--- src/rtl/axi_rd_engine.sv ---
// AXI4 read engine: one INCR burst per command (length/4 KB checked), R beats forwarded to AXI-Stream.
// AR is issued two cycles after start; R->stream is combinational, so rready follows tready directly.
module axi_rd_engine #(
  parameter logic [3:0] ARID_VAL = 4'h0
) (
  input  logic        clk,
  input  logic        rstn,
  input  logic        RSTART_REG,
  input  logic [31:0] RADDR_REG,
  input  logic [31:0] RLENGTH_REG,
  output logic        RIDLE_REG,
  output logic        RERR_REG,
  output logic [31:0] RCYCLES_REG,
  output logic [3:0]  m_axi_arid,
  output logic [31:0] m_axi_araddr,
  output logic [7:0]  m_axi_arlen,
  output logic [2:0]  m_axi_arsize,
  output logic [1:0]  m_axi_arburst,
  output logic        m_axi_arvalid,
  input  logic        m_axi_arready,
  input  logic [63:0] m_axi_rdata,
  input  logic [1:0]  m_axi_rresp,
  input  logic        m_axi_rlast,
  input  logic        m_axi_rvalid,
  output logic        m_axi_rready,
  output logic [63:0] m_axis_tdata,
  output logic        m_axis_tlast,
  output logic        m_axis_tvalid,
  input  logic        m_axis_tready
);

  typedef enum logic [4:0] {
    S_IDLE  = 5'b00001,
    S_CHECK = 5'b00010,
    S_ADDR  = 5'b00100,
    S_DATA  = 5'b01000,
    S_DONE  = 5'b10000
  } state_e;

  state_e      state_q, state_d;
  logic [31:0] addr_q, addr_d;
  logic [31:0] len_q, len_d;
  logic        err_q, err_d;
  logic [31:0] cycles_q, cycles_d;
  logic [8:0]  beat_q, beat_d;

  logic        len_zero, len_bad, cross_4k, beat_acc, at_len;
  logic [12:0] end_off;
  logic [8:0]  beat_inc;

  // len*8 only matters when len <= 256, so len[8:0] keeps the sum within 13 bits
  always_comb begin
    len_zero = (len_q == 32'd0);
    len_bad  = (len_q > 32'd256);
    end_off  = {1'b0, addr_q[11:0]} + {1'b0, len_q[8:0], 3'b000};
    cross_4k = (end_off > 13'd4096);
    beat_acc = (state_q == S_DATA) && m_axi_rvalid && m_axis_tready;
    beat_inc = beat_q + 9'd1;
    at_len   = ({23'd0, beat_inc} == len_q);
  end

  always_ff @(posedge clk) begin
    if (!rstn) begin
      state_q <= S_IDLE;
    end else begin
      state_q <= state_d;
    end
  end

  always_comb begin
    state_d = state_q;
    case (state_q)
      S_IDLE:  if (RSTART_REG) state_d = S_CHECK;
      S_CHECK: state_d = (len_zero || len_bad || cross_4k) ? S_DONE : S_ADDR;
      S_ADDR:  if (m_axi_arready) state_d = S_DATA;
      S_DATA:  if (beat_acc && (m_axi_rlast || at_len)) state_d = S_DONE;
      S_DONE:  state_d = S_IDLE;
      default: state_d = S_IDLE;
    endcase
  end

  always_comb begin
    addr_d   = addr_q;
    len_d    = len_q;
    err_d    = err_q;
    beat_d   = beat_q;
    cycles_d = (state_q == S_IDLE) ? cycles_q : cycles_q + 32'd1;
    case (state_q)
      S_IDLE: begin
        if (RSTART_REG) begin
          addr_d   = RADDR_REG & ~32'h7;
          len_d    = RLENGTH_REG;
          err_d    = 1'b0;
          cycles_d = 32'd0;
        end
      end
      S_CHECK: begin
        beat_d = 9'd0;
        if (!len_zero && (len_bad || cross_4k)) err_d = 1'b1;
      end
      S_DATA: begin
        // rlast must coincide exactly with the final requested beat
        if (beat_acc) begin
          beat_d = beat_inc;
          if ((m_axi_rresp != 2'b00) || (m_axi_rlast != at_len)) err_d = 1'b1;
        end
      end
      default: ;
    endcase
  end

  always_ff @(posedge clk) begin
    if (!rstn) begin
      addr_q   <= 32'd0;
      len_q    <= 32'd0;
      err_q    <= 1'b0;
      cycles_q <= 32'd0;
      beat_q   <= 9'd0;
    end else begin
      addr_q   <= addr_d;
      len_q    <= len_d;
      err_q    <= err_d;
      cycles_q <= cycles_d;
      beat_q   <= beat_d;
    end
  end

  always_comb begin
    RIDLE_REG     = (state_q == S_IDLE);
    m_axi_arvalid = (state_q == S_ADDR);
    m_axi_rready  = (state_q == S_DATA) && m_axis_tready;
    m_axis_tvalid = (state_q == S_DATA) && m_axi_rvalid;
    m_axis_tlast  = (state_q == S_DATA) && m_axi_rlast;
  end

  assign RERR_REG      = err_q;
  assign RCYCLES_REG   = cycles_q;
  assign m_axi_arid    = ARID_VAL;
  assign m_axi_araddr  = addr_q;
  assign m_axi_arlen   = len_q[7:0] - 8'd1;
  assign m_axi_arsize  = 3'b011;
  assign m_axi_arburst = 2'b01;
  assign m_axis_tdata  = m_axi_rdata;

endmodule

--- config.mk ---
export PLATFORM = sky130hd
export DESIGN_NAME = axi_rd_engine
export DESIGN_NICKNAME = d
export VERILOG_FILES = /design/src/rtl/axi_rd_engine.sv
export SDC_FILE = /design/constraint.sdc
export NUM_CORES = 1
export LEC_CHECK = 0
export CAP_MARGIN = 20
export CORE_MARGIN = 1
export CORE_UTILIZATION = 37
export DETAILED_ROUTE_END_ITERATION = 8
export GPL_TIMING_DRIVEN = 0
export PLACE_DENSITY_LB_ADDON = 0.1
export SYNTH_ARGS = -nofsm -noshare
export SYNTH_HDL_FRONTEND = slang
export SYNTH_SLANG_ARGS = --single-unit
--- constraint.sdc ---
create_clock -name clk -period 2.6 [get_ports clk]
set_input_delay 0.52 -clock clk [delete_from_list [all_inputs] [get_ports clk]]
set_output_delay 0.52 -clock clk [all_outputs]
set_load 0.02 [all_outputs]
* After elaboration in Yosys (flattened, before gate mapping) *
Cells that the tools add are included.

cells by class
  add/subtract/negate cells = 4
  order comparisons = 2
  equality and inequality tests = 12
  mux-type cells = 15
  reduce and logical (&&, ||, !) cells = 20

operator list
  kind                                                             number
  two-way mux 32 bit                                               3
  adder 32 x 1 -> 32 bit (second input constant)                   1
  == test 9 x 32 -> 1 bit                                          1
  greater-than comparator 32 x 9 -> 1 bit (second input constant)  1
  zero test 32 bit                                                 1
  two-way mux 5 bit                                                4
  one-hot mux 5 bit (4 select lines)                               1
  one-hot mux 9 bit (2 select lines)                               1
  adder 12 x 12 -> 13 bit                                          1
  greater-than comparator 13 bit (second input constant)           1
  != test 2 bit (second input constant)                            5
  adder 9 x 1 -> 9 bit (second input constant)                     1
  two-way mux 9 bit                                                1
  subtractor 8 x 1 -> 8 bit (second input constant)                1
  logical AND 1 bit                                                6
  == test 5 x 1 -> 1 bit (second input constant)                   1
  == test 5 x 2 -> 1 bit (second input constant)                   1
  == test 5 x 3 -> 1 bit (second input constant)                   1
  == test 5 x 4 -> 1 bit (second input constant)                   1
  logical OR 1 bit                                                 5
  AND reduction 5 bit                                              1
  two-way mux 1 bit                                                4
  AND reduction 2 bit                                              2
  nonzero test 2 bit                                               2
  other kinds (6)                                                  6

storage, ports and cells
  register bits after elaboration = 108
  input bits = 137
  output and inout port bits = 151
  word-level logic and storage cells = 59

* Longest topological paths before layout *
Gate-level depths: netlist (run 1).

  word-level depth = 7
  gate-level depth with buffers = 13
  gate-level depth less buffers = 13

* Least setup slack after synthesis (run 1) *
Ideal clock, no wire load.

  kind = register to register
  start = register beat_q[0]
  end = register state_q[2]
  setup time = 0.116 ns
  arrival = 2.605 ns
  required time = 2.484 ns
  slack = -0.121 ns
  stages on the path, launching flop included = 14
  path buffers = 0
  cells stage by stage = dfxtp_1 ha_1 and3_1 nand3_1 nor2_1 xnor2_1 xor2_1 nand4_1 ha_1 o211ai_1 o21ai_0 and3_1 a41o_1 a31o_2

between the ends
  longest elaborated chain between the ends = 6

RTL lines
  element                        RTL line  RTL
  from (decl)                    45        logic [8:0] beat_q, beat_d;
  from (signal assigned)         124       beat_q <= beat_d;
  adder 9 x 1 -> 9 bit           58        beat_inc = beat_q + 9'd1;
  == test 9 x 32 -> 1 bit        59        at_len = ({23'd0, beat_inc} == len_q);
  logical OR 1 bit               76        S_DATA: if (beat_acc && (m_axi_rlast || at_len)) state_d = S_DONE;
  logical AND 1 bit              76
  != test 2 bit (no line)        n/a
  AND reduction 3 bit (no line)  n/a
  to (signal assigned)           66        state_q <= state_d;
  to (decl)                      40        state_e state_q, state_d;

Every way passes these cells.
A chain may end at the register's enable or synchronous reset.

* Final worst setup path (run 1) *
Ends and elaborated chain as after synthesis.

==> flow_summary.toml, run 1 <==
[synth]
synth_area_per_cell_um2 = 8.09
syn-instance-count = 739
yosys_register_bits = 108
synthTopCellsByArea = "dfxtp_1, nand2_1, buf_4"
synth_edf_count = 0
synth.most_common_cell = "nand2_1"
syn_area_mm2 = 0.00598
async_flop_share = 0
yosys.area.top_type = "dfxtp_1"
netlist.area_leader.share = 0.362
yosys_warnings = 0
yosysUniqueCellTypes = 62
ys.flop_type = "dfxtp_1"
synth.yosys.seq_area_share = 0.362
yosys-top-cells-count = "nand2_1, dfxtp_1, buf_4, a21boi_0"

[routing]
drt-initial-drc-count = 228
vias = 5612
ant_nets = 0
routed_wirelength_um = 15900
vias_per_cell = 4.68
route.detailed.drc = 0
wl_per_cell_um = 13.3
firstDrtPassIters = 4

[setup_path]
reg2reg_depth = 13
worst-path-buf-inv = 0
endpoint = "state_q[2]"
r2r-end = "state_q[2]"
slowest_stage = "dfxtp_4"
start_kind = "flip-flop"
max_stage_delay_ns = 0.38
cp_cell_sequence = "ha_4, and3_4, nand3_4, nor2_4, xnor2_2, xor2_1, nand4_1, ha_2, o211ai_1, o21ai_2, and3_1, a41o_1, a31o_2"
critical_path_class = "reg2reg"
cpLargestDelayFamily = "simple AND/OR/NAND/NOR gates"
cp_max_fo = 4
r2r-start = "beat_q[0]"
cp.arrival_ns = 2.99
crit_required_ns = 2.85
worstSetupStartpoint = "beat_q[0]"
cp-end-kind = "flip-flop"
reg2reg_slack_ns = -0.14
critical_path_depth = 13

[die]
die_area_mm2 = 0.0167
pin_count = 288
initial_core_util = 0.378
core_mm2 = 0.0158
num_rows = 46
die_height_um = 129
floorplan.die.width_um = 129

[timing]
fin_hold_ws_ns = 0.464
setup_slack_ns = -0.138
fmax_mhz = 365
hold_viol = 0
finalSetupViolations = 3
tightestPinTransition_ns = 0.634
slew_viol_final = 0
fin_crit_ns = 2.74
rsz0062_at_grt = "yes"
relSlewSlack = 0.578
skew_ns = 0.00755
fin_crit_sh = 1.05

[clock_network]
hold_buffers = 0
cts.sinks = 108
clockRootBuffer = "clkbuf_16"
cts_buffer_depth = 2
insertion_delay_ns = 0.35
clk_pin_slew_ns = 0.07
htree_levels = 3
numCtsBuffers = 9
cts_tree = "built"

[global_routing]
grt_first_pass_wirelength_um = 25300
grt.total_usage = 0.193
gr-total-overflow = 0
grt_max_degree = 19
antenna_found_initial = 0
grt_pass1_vias = 5139

[place]
post-place-ws_ns = -0.533
gp_congestion = 0.818
hpwl_um = 12200
dpl_cell_area_mm2 = 0.00838
portBuffers = 208
dp.cells = 1173

[final_layout]
multi_input_area_mm2 = 0.00321
fin_nets = 1128
area_growth_pct = 48.4
antenna_cells = 0
final_cell_area_mm2 = 0.00888
drive_above_1_share = 0.148
seq_area_mm2 = 0.00217
n_fill_cell = 1521
final_cells = 1198

[power_and_ir_drop]
leakage_nw = 3.50
finalPower_mw = 4.76
max-vdd-ir-drop_mv = 0.421
power_density_mw_per_mm2 = 536

[job]
cap_viol_max_count = 0

[worst_hold_path]
worstHoldPathType = "reg2reg"
min_from = "m_axi_araddr[16]"

[outcome]
violations = "negative setup slack"
outcome = "finished, violations left"
final cells by class:
cell class | count | share of cell area
Multi-Input combinational cell | 516 | 0.361
Sequential cell | 108 | 0.245
Timing Repair Buffer | 218 | 0.243
Buffer | 110 | 0.0808
Tap cell | 216 | 0.0304
Clock buffer | 10 | 0.0258
Clock inverter | 6 | 0.00803
Inverter | 14 | 0.00592
routing by layer:
| metal | part of all wire | track usage | up-vias | wire [µm] |
|---|---|---|---|---|
| met5 | 0 | 0 | - | 0 |
| met2 | 0.48 | 0.338 | 162 | 7680 |
| li1 | - | - | 2908 | - |
| met4 | 0.0088 | 0.0436 | 0 | 139 |
| met3 | 0.061 | 0.0438 | 10 | 973 |
| met1 | 0.45 | 0.240 | 2532 | 7090 |
power breakdown:
part	internal, mW	switching (mW)	total, mW
registers	1.77	0.109	1.88
clock network	0.756	0.638	1.39
logic	0.686	0.792	1.48
total	3.22	1.54	4.76
registers in the layout, summed over array words and instances (netlist names):
register,count
RERR_REG,1
m_axi_araddr,29
beat_q,9
state_q,5
RCYCLES_REG,32
len_q,32
repair_timing:
action / 4_1_cts / 5_1_grt
cloned: 0 / 0
resized for setup: 35 / 6
endpoints found under the setup margin: 10 / 9
buffers inserted: 7 / 3
endpoints found under the hold margin: 0 / 0
pin swaps: 11 / 5
metrics by stage:
step	setup TNS [ns]	utilization
floorplan	0	-
global placement	-1.41	0.529
detailed placement	-1.45	0.529
CTS	-0.373	0.558
global route	-1.03	0.561
finish	-0.308	0.561
tightest hold or removal path: stages (launching register included):
cell      delay [ns]
dfxtp_1         0.31
nand2_1         0.04
a21boi_0        0.06
cell usage in the layout, fill, tap and decap left out, drive strengths merged, types with 5 or more instances in the layout:
cell type	count
and3	14
inv	16
mux2i	9
a21boi	66
xor2	16
nand4	9
o21ai	20
xnor2	15
nor2b	9
clkdlybuf4s50	202
clkbuf	40
or3	5
o211ai	8
o21a	8
nor2	30
conb	12
a21oi	10
dfxtp	108
buf	90
and2	20
ha	13
nor3	11
nand3	19
nor4	13
nand2	165
worst min path at each step:
stage               depth (start not counted)  slack [ns]               end
floorplan                                   2        0.44         len_q[16]
global placement                            2        0.45  m_axi_araddr[15]
detailed placement                          2        0.46         len_q[20]
CTS                                         2        0.47         len_q[15]
global route                                2        0.49         len_q[12]
finish                                      2        0.46  m_axi_araddr[16]
cell families (layout without fill, tap and decap cells):
logic type | after synthesis | after routing | share of synthesized area
and+or+nand+nor | 313 | 313 | 0.249
AOI/OAI and AO/OA | 137 | 137 | 0.169
buffers and inverters | 125 | 358 | 0.128
other | 2 | 12 | 0.00126
adders and majority gates | 14 | 14 | 0.0305
muxes | 9 | 9 | 0.0151
xor gates and xnor gates | 31 | 31 | 0.0454
DFF | 108 | 108 | 0.362
Power figures use the tool's default switching activity.
==> run 2, diff against run 1 <==
CORE_UTILIZATION = 38   (was 37)
CTS_BUF_LIST = sky130_fd_sc_hd__clkbuf_4 sky130_fd_sc_hd__clkbuf_8   (was not set)
==> flow_summary.toml, run 2 (same netlist as run 1, synthesis figures left out) <==
[routing]
wl_per_cell_um = 13.2
routed_wirelength_um = 15800
route.detailed.drc = 0
drt-initial-drc-count = 178
vias_per_cell = 4.72
ant_nets = 0
vias = 5653
firstDrtPassIters = 4

[clock_network]
numCtsBuffers = 9
clk_pin_slew_ns = 0.10
htree_levels = 3
cts_tree = "built"
cts.sinks = 108
cts_buffer_depth = 2
insertion_delay_ns = 0.38
hold_buffers = 0
clockRootBuffer = "clkbuf_8"

[die]
floorplan.die.width_um = 127
num_rows = 45
initial_core_util = 0.392
core_mm2 = 0.0153
die_area_mm2 = 0.0162
die_height_um = 127
pin_count = 288

[power_and_ir_drop]
power_density_mw_per_mm2 = 493
leakage_nw = 3.48
max-vdd-ir-drop_mv = 0.406
power.net_switching_mw = 1.49
finalPower_mw = 4.34
sw_frac_of_total = 0.343
p_seq_frac = 0.434
comb_power_share = 0.343
p_clk_frac = 0.223
internal_power_mw = 2.85

[setup_path]
critical_path_class = "reg2reg"
crit_required_ns = 2.89
cp-end-kind = "flip-flop"
worstSetupStartpoint = "beat_q[1]"
r2r-start = "beat_q[1]"
cp_max_fo = 4
start_kind = "flip-flop"
cp.arrival_ns = 3.08

[timing]
finalSetupViolations = 3
hold_viol = 0
rsz0062_at_grt = "yes"
fmax_mhz = 358
setup_slack_ns = -0.197
fin_crit_ns = 2.80
relSlewSlack = 0.580
slew_viol_final = 0
tightestPinTransition_ns = 0.630
fin_crit_sh = 1.08
skew_ns = 0.0127

[place]
gp_congestion = 0.790
hpwl_um = 12100
dp.cells = 1168
portBuffers = 208
post-place-ws_ns = -0.452

[global_routing]
grt_max_degree = 18
grt_first_pass_wirelength_um = 25000
gr-total-overflow = 0
antenna_found_initial = 0
grt.total_usage = 0.194
grt_pass1_vias = 5050

[final_layout]
drive_above_1_share = 0.157
fin_nets = 1133
final_cells = 1198
area_growth_pct = 47.3
post-route-util = 0.578
antenna_cells = 0
final_cell_mix = "clkdlybuf4s50_1, nand2_1, dfxtp_1"
layout_commonest_cell = "clkdlybuf4s50_1"

[worst_hold_path]
worstHoldPathType = "reg2reg"
min_from = "m_axi_araddr[13]"

[outcome]
violations = "negative setup slack"
outcome = "finished, violations left"

[job]
cap_viol_max_count = 0
==> run 2: cell types whose count changed in the layout (fill, tap and decap cells not counted), moves of 2 or more <==
cell       delta
clkbuf_8     +10
clkbuf_16     -9
buf_4         +6
inv_6         -2
==> run 2: worst max-delay path, stage by stage, from the launching register on <==
cell      delay (ns)
dfxtp_4         0.39
ha_4            0.15
and3_4          0.21
nand3_4         0.10
xnor2_1         0.19
nand4_1         0.10
a21oi_1         0.16
nand4_1         0.18
ha_2            0.21
o211ai_1        0.24
o21ai_2         0.16
and3_4          0.21
a41o_1          0.20
a31o_2          0.21
==> run 2: layout make-up <==
cell class                 instances  area, µm²
multi-input combinational        516       3230
clock inverter                     5       37.5
clock buffer                      11        145
tap                              211        264
buffer                           110        717
fill                            1449       6450
inverter                          14       52.6
timing repair buffer             223       2190
sequential                       108       2170
==> run 2: repair_timing <==
| item | in CTS | in global routing |
|---|---|---|
| resized for setup | 39 | 13 |
| endpoints found under the setup margin | 10 | 13 |
| pin swaps | 9 | 5 |
| buffers inserted | 7 | 8 |
==> run 2: routing by layer <==
layer,part of all wire,global-route usage,up-vias
met4,0.0080,0.0420,0
met3,0.059,0.0465,9
met1,0.45,0.253,2550
met5,0,0,-
met2,0.48,0.324,184
li1,-,-,2910
==> run 2: path summary, 6_finish.rpt <==
kind	to	slack, ns	depth (start not counted)
min	m_axi_araddr[13]	0.47	2
min reg2reg	m_axi_araddr[13]	0.47	2
max	state_q[2]	-0.20	13
max reg2reg	state_q[2]	-0.20	13
==> run 2: through the flow <==
| stage | hold slack (ns) | cell area, µm² | setup TNS (ns) |
|---|---|---|---|
| after floorplan | 0.443 | 6020 | 0 |
| after global placement | 0.450 | 8370 | -1.40 |
| final | 0.467 | 8810 | -0.441 |
| after detailed placement | 0.457 | 8370 | -1.27 |
| after CTS | 0.471 | 8710 | -0.365 |
| after global routing | 0.487 | 8810 | -0.831 |
==> run 2: power groups by stage <==
| stage | logic, mW | clock network (mW) | registers [mW] |
|---|---|---|---|
| floorplan | 0.797 | 0 | 1.96 |
| global placement | 1.46 | 0 | 1.92 |
| detailed placement | 1.46 | 0 | 1.92 |
| CTS | 1.49 | 1.01 | 1.89 |
| global route | 1.64 | 1.07 | 1.90 |
| finish | 1.49 | 0.968 | 1.88 |
==> run 3, diff against run 2 <==
CORE_UTILIZATION = 37   (was 38)
CTS_BUF_LIST = not set   (was sky130_fd_sc_hd__clkbuf_4 sky130_fd_sc_hd__clkbuf_8)
SETUP_SLACK_MARGIN = 0.4   (was not set)
==> flow_summary.toml, run 3 (same netlist as run 1, synthesis figures left out) <==
[outcome]
outcome = "finished, violations left"
violations = "negative setup slack"

[place]
portBuffers = 208
hpwl_um = 12400
gp_congestion = 0.766
dpl_cell_area_mm2 = 0.00841
dp.cells = 1173

[timing]
relSlewSlack = 0.643
tightestPinTransition_ns = 0.530
skew_ns = 0.0107
rsz0062_at_grt = "yes"
fin_crit_ns = 2.76
fmax_mhz = 362
fin_crit_sh = 1.06
finalSetupViolations = 4
slew_viol_final = 0
setup_slack_ns = -0.159
hold_viol = 0

[power_and_ir_drop]
comb_power_share = 0.313
p_clk_frac = 0.291
internal_power_mw = 3.17
leakage_nw = 3.54
sw_frac_of_total = 0.337
power_density_mw_per_mm2 = 534
max-vdd-ir-drop_mv = 0.332
finalPower_mw = 4.78
p_seq_frac = 0.396
power.net_switching_mw = 1.61

[clock_network]
cts_tree = "built"
clk_pin_slew_ns = 0.08
clockRootBuffer = "clkbuf_16"
cts.sinks = 108
htree_levels = 3
cts_buffer_depth = 2
hold_buffers = 0
numCtsBuffers = 9
insertion_delay_ns = 0.36

[die]
floorplan.die.width_um = 129
die_height_um = 129
num_rows = 46
die_area_mm2 = 0.0167
pin_count = 288
core_mm2 = 0.0158
initial_core_util = 0.378

[final_layout]
drive_above_1_share = 0.175
post-route-util = 0.566
final_cell_mix = "clkdlybuf4s50_1, nand2_1, dfxtp_1"
final_cells = 1201
n_fill_cell = 1567
antenna_cells = 0
fin_nets = 1131
final_cell_area_mm2 = 0.00896
layout_commonest_cell = "clkdlybuf4s50_1"
area_growth_pct = 49.8

[setup_path]
reg2reg_depth = 13
crit_required_ns = 2.85
critical_path_class = "reg2reg"
cp-end-kind = "flip-flop"
start_kind = "flip-flop"
cp_max_fo = 5
cp.arrival_ns = 3.01

[routing]
route.detailed.drc = 0
firstDrtPassIters = 4
ant_nets = 0
vias_per_cell = 4.65
drt-initial-drc-count = 223
routed_wirelength_um = 16300
vias = 5583
wl_per_cell_um = 13.6

[global_routing]
gr-total-overflow = 0
grt_first_pass_wirelength_um = 25500
grt_max_degree = 21
grt.total_usage = 0.196
grt_pass1_vias = 5117
antenna_found_initial = 0

[worst_hold_path]
holdPathStages = 2
worstHoldPathType = "reg2reg"

[job]
cap_viol_max_count = 0
[run 3: changes by cell type in the layout (fill, tap and decap cells not counted), sizes merged]
cell           previous run  this run
buf                      97        93
clkbuf                   41        44
clkdlybuf4s15             1         6
clkdlybuf4s50           201       196
clkinv                    3         1
clkinvlp                  2         1
dlymetal6s2s              2         0
inv                      14        18
[run 3: worst max-delay path, cell delays in order, from the launching register on]
cell      delay [ns]
dfxtp_4         0.37
ha_4            0.17
buf_4           0.13
and2_1          0.15
o21ai_0         0.14
o311ai_0        0.17
a21oi_2         0.17
nand4_1         0.15
ha_2            0.21
o211ai_1        0.23
o21ai_2         0.13
and3_1          0.20
a41o_1          0.21
a31o_2          0.21
[run 3: power by group through the flow]
stage | sequential (mW) | combinational, mW | clock [mW]
6_report | 1.90 | 1.50 | 1.39
5_1_grt | 1.91 | 1.64 | 1.51
4_1_cts | 1.89 | 1.49 | 1.43
3_5_place_dp | 1.92 | 1.47 | 0
3_3_place_gp | 1.92 | 1.46 | 0
2_1_floorplan | 1.96 | 0.797 | 0
[run 3: layer usage]
metal | GRT usage | vias up | share of wire
met2 | 0.335 | 179 | 0.49
met1 | 0.243 | 2480 | 0.43
li1 | - | 2915 | -
met5 | 0 | - | 0
met3 | 0.0557 | 9 | 0.076
met4 | 0.0422 | 0 | 0.0056
[run 3: worst paths after layout]
path	start	endpoint	slack [ns]
worst max-delay path	beat_q[0]	state_q[2]	-0.16
worst min-delay path	m_axi_araddr[16]	m_axi_araddr[16]	0.46
worst max register to register	beat_q[0]	state_q[2]	-0.16
worst min register to register	m_axi_araddr[16]	m_axi_araddr[16]	0.46
[run 3: layout make-up]
| cell class | count | area [µm²] | area share |
|---|---|---|---|
| clock buffer | 10 | 239 | 0.0267 |
| tap | 216 | 270 | 0.0302 |
| inverter | 14 | 52.6 | 0.00587 |
| clock inverter | 6 | 66.3 | 0.00740 |
| multi-input combinational | 516 | 3270 | 0.365 |
| timing repair buffer | 220 | 2160 | 0.241 |
| buffer | 111 | 732 | 0.0817 |
| sequential | 108 | 2180 | 0.243 |
[run 3: per-stage QoR]
step | TNS, ns | hold WS, ns | setup slack [ns]
after floorplan | 0 | 0.443 | 0.154
after global placement | -1.54 | 0.450 | -0.569
final | -0.505 | 0.463 | -0.159
after CTS | -0.409 | 0.467 | -0.151
after detailed placement | -1.37 | 0.455 | -0.482
after global routing | -1.06 | 0.489 | -0.310
[run 3: what timing repair did]
| item | CTS | global route |
|---|---|---|
| setup buffers | 7 | 5 |
| resized for setup | 45 | 38 |
| hold endpoints to repair | 0 | 0 |
| endpoints found under the setup margin | 107 | 89 |
| pin swaps | 10 | 13 |
| cloned | 0 | 0 |
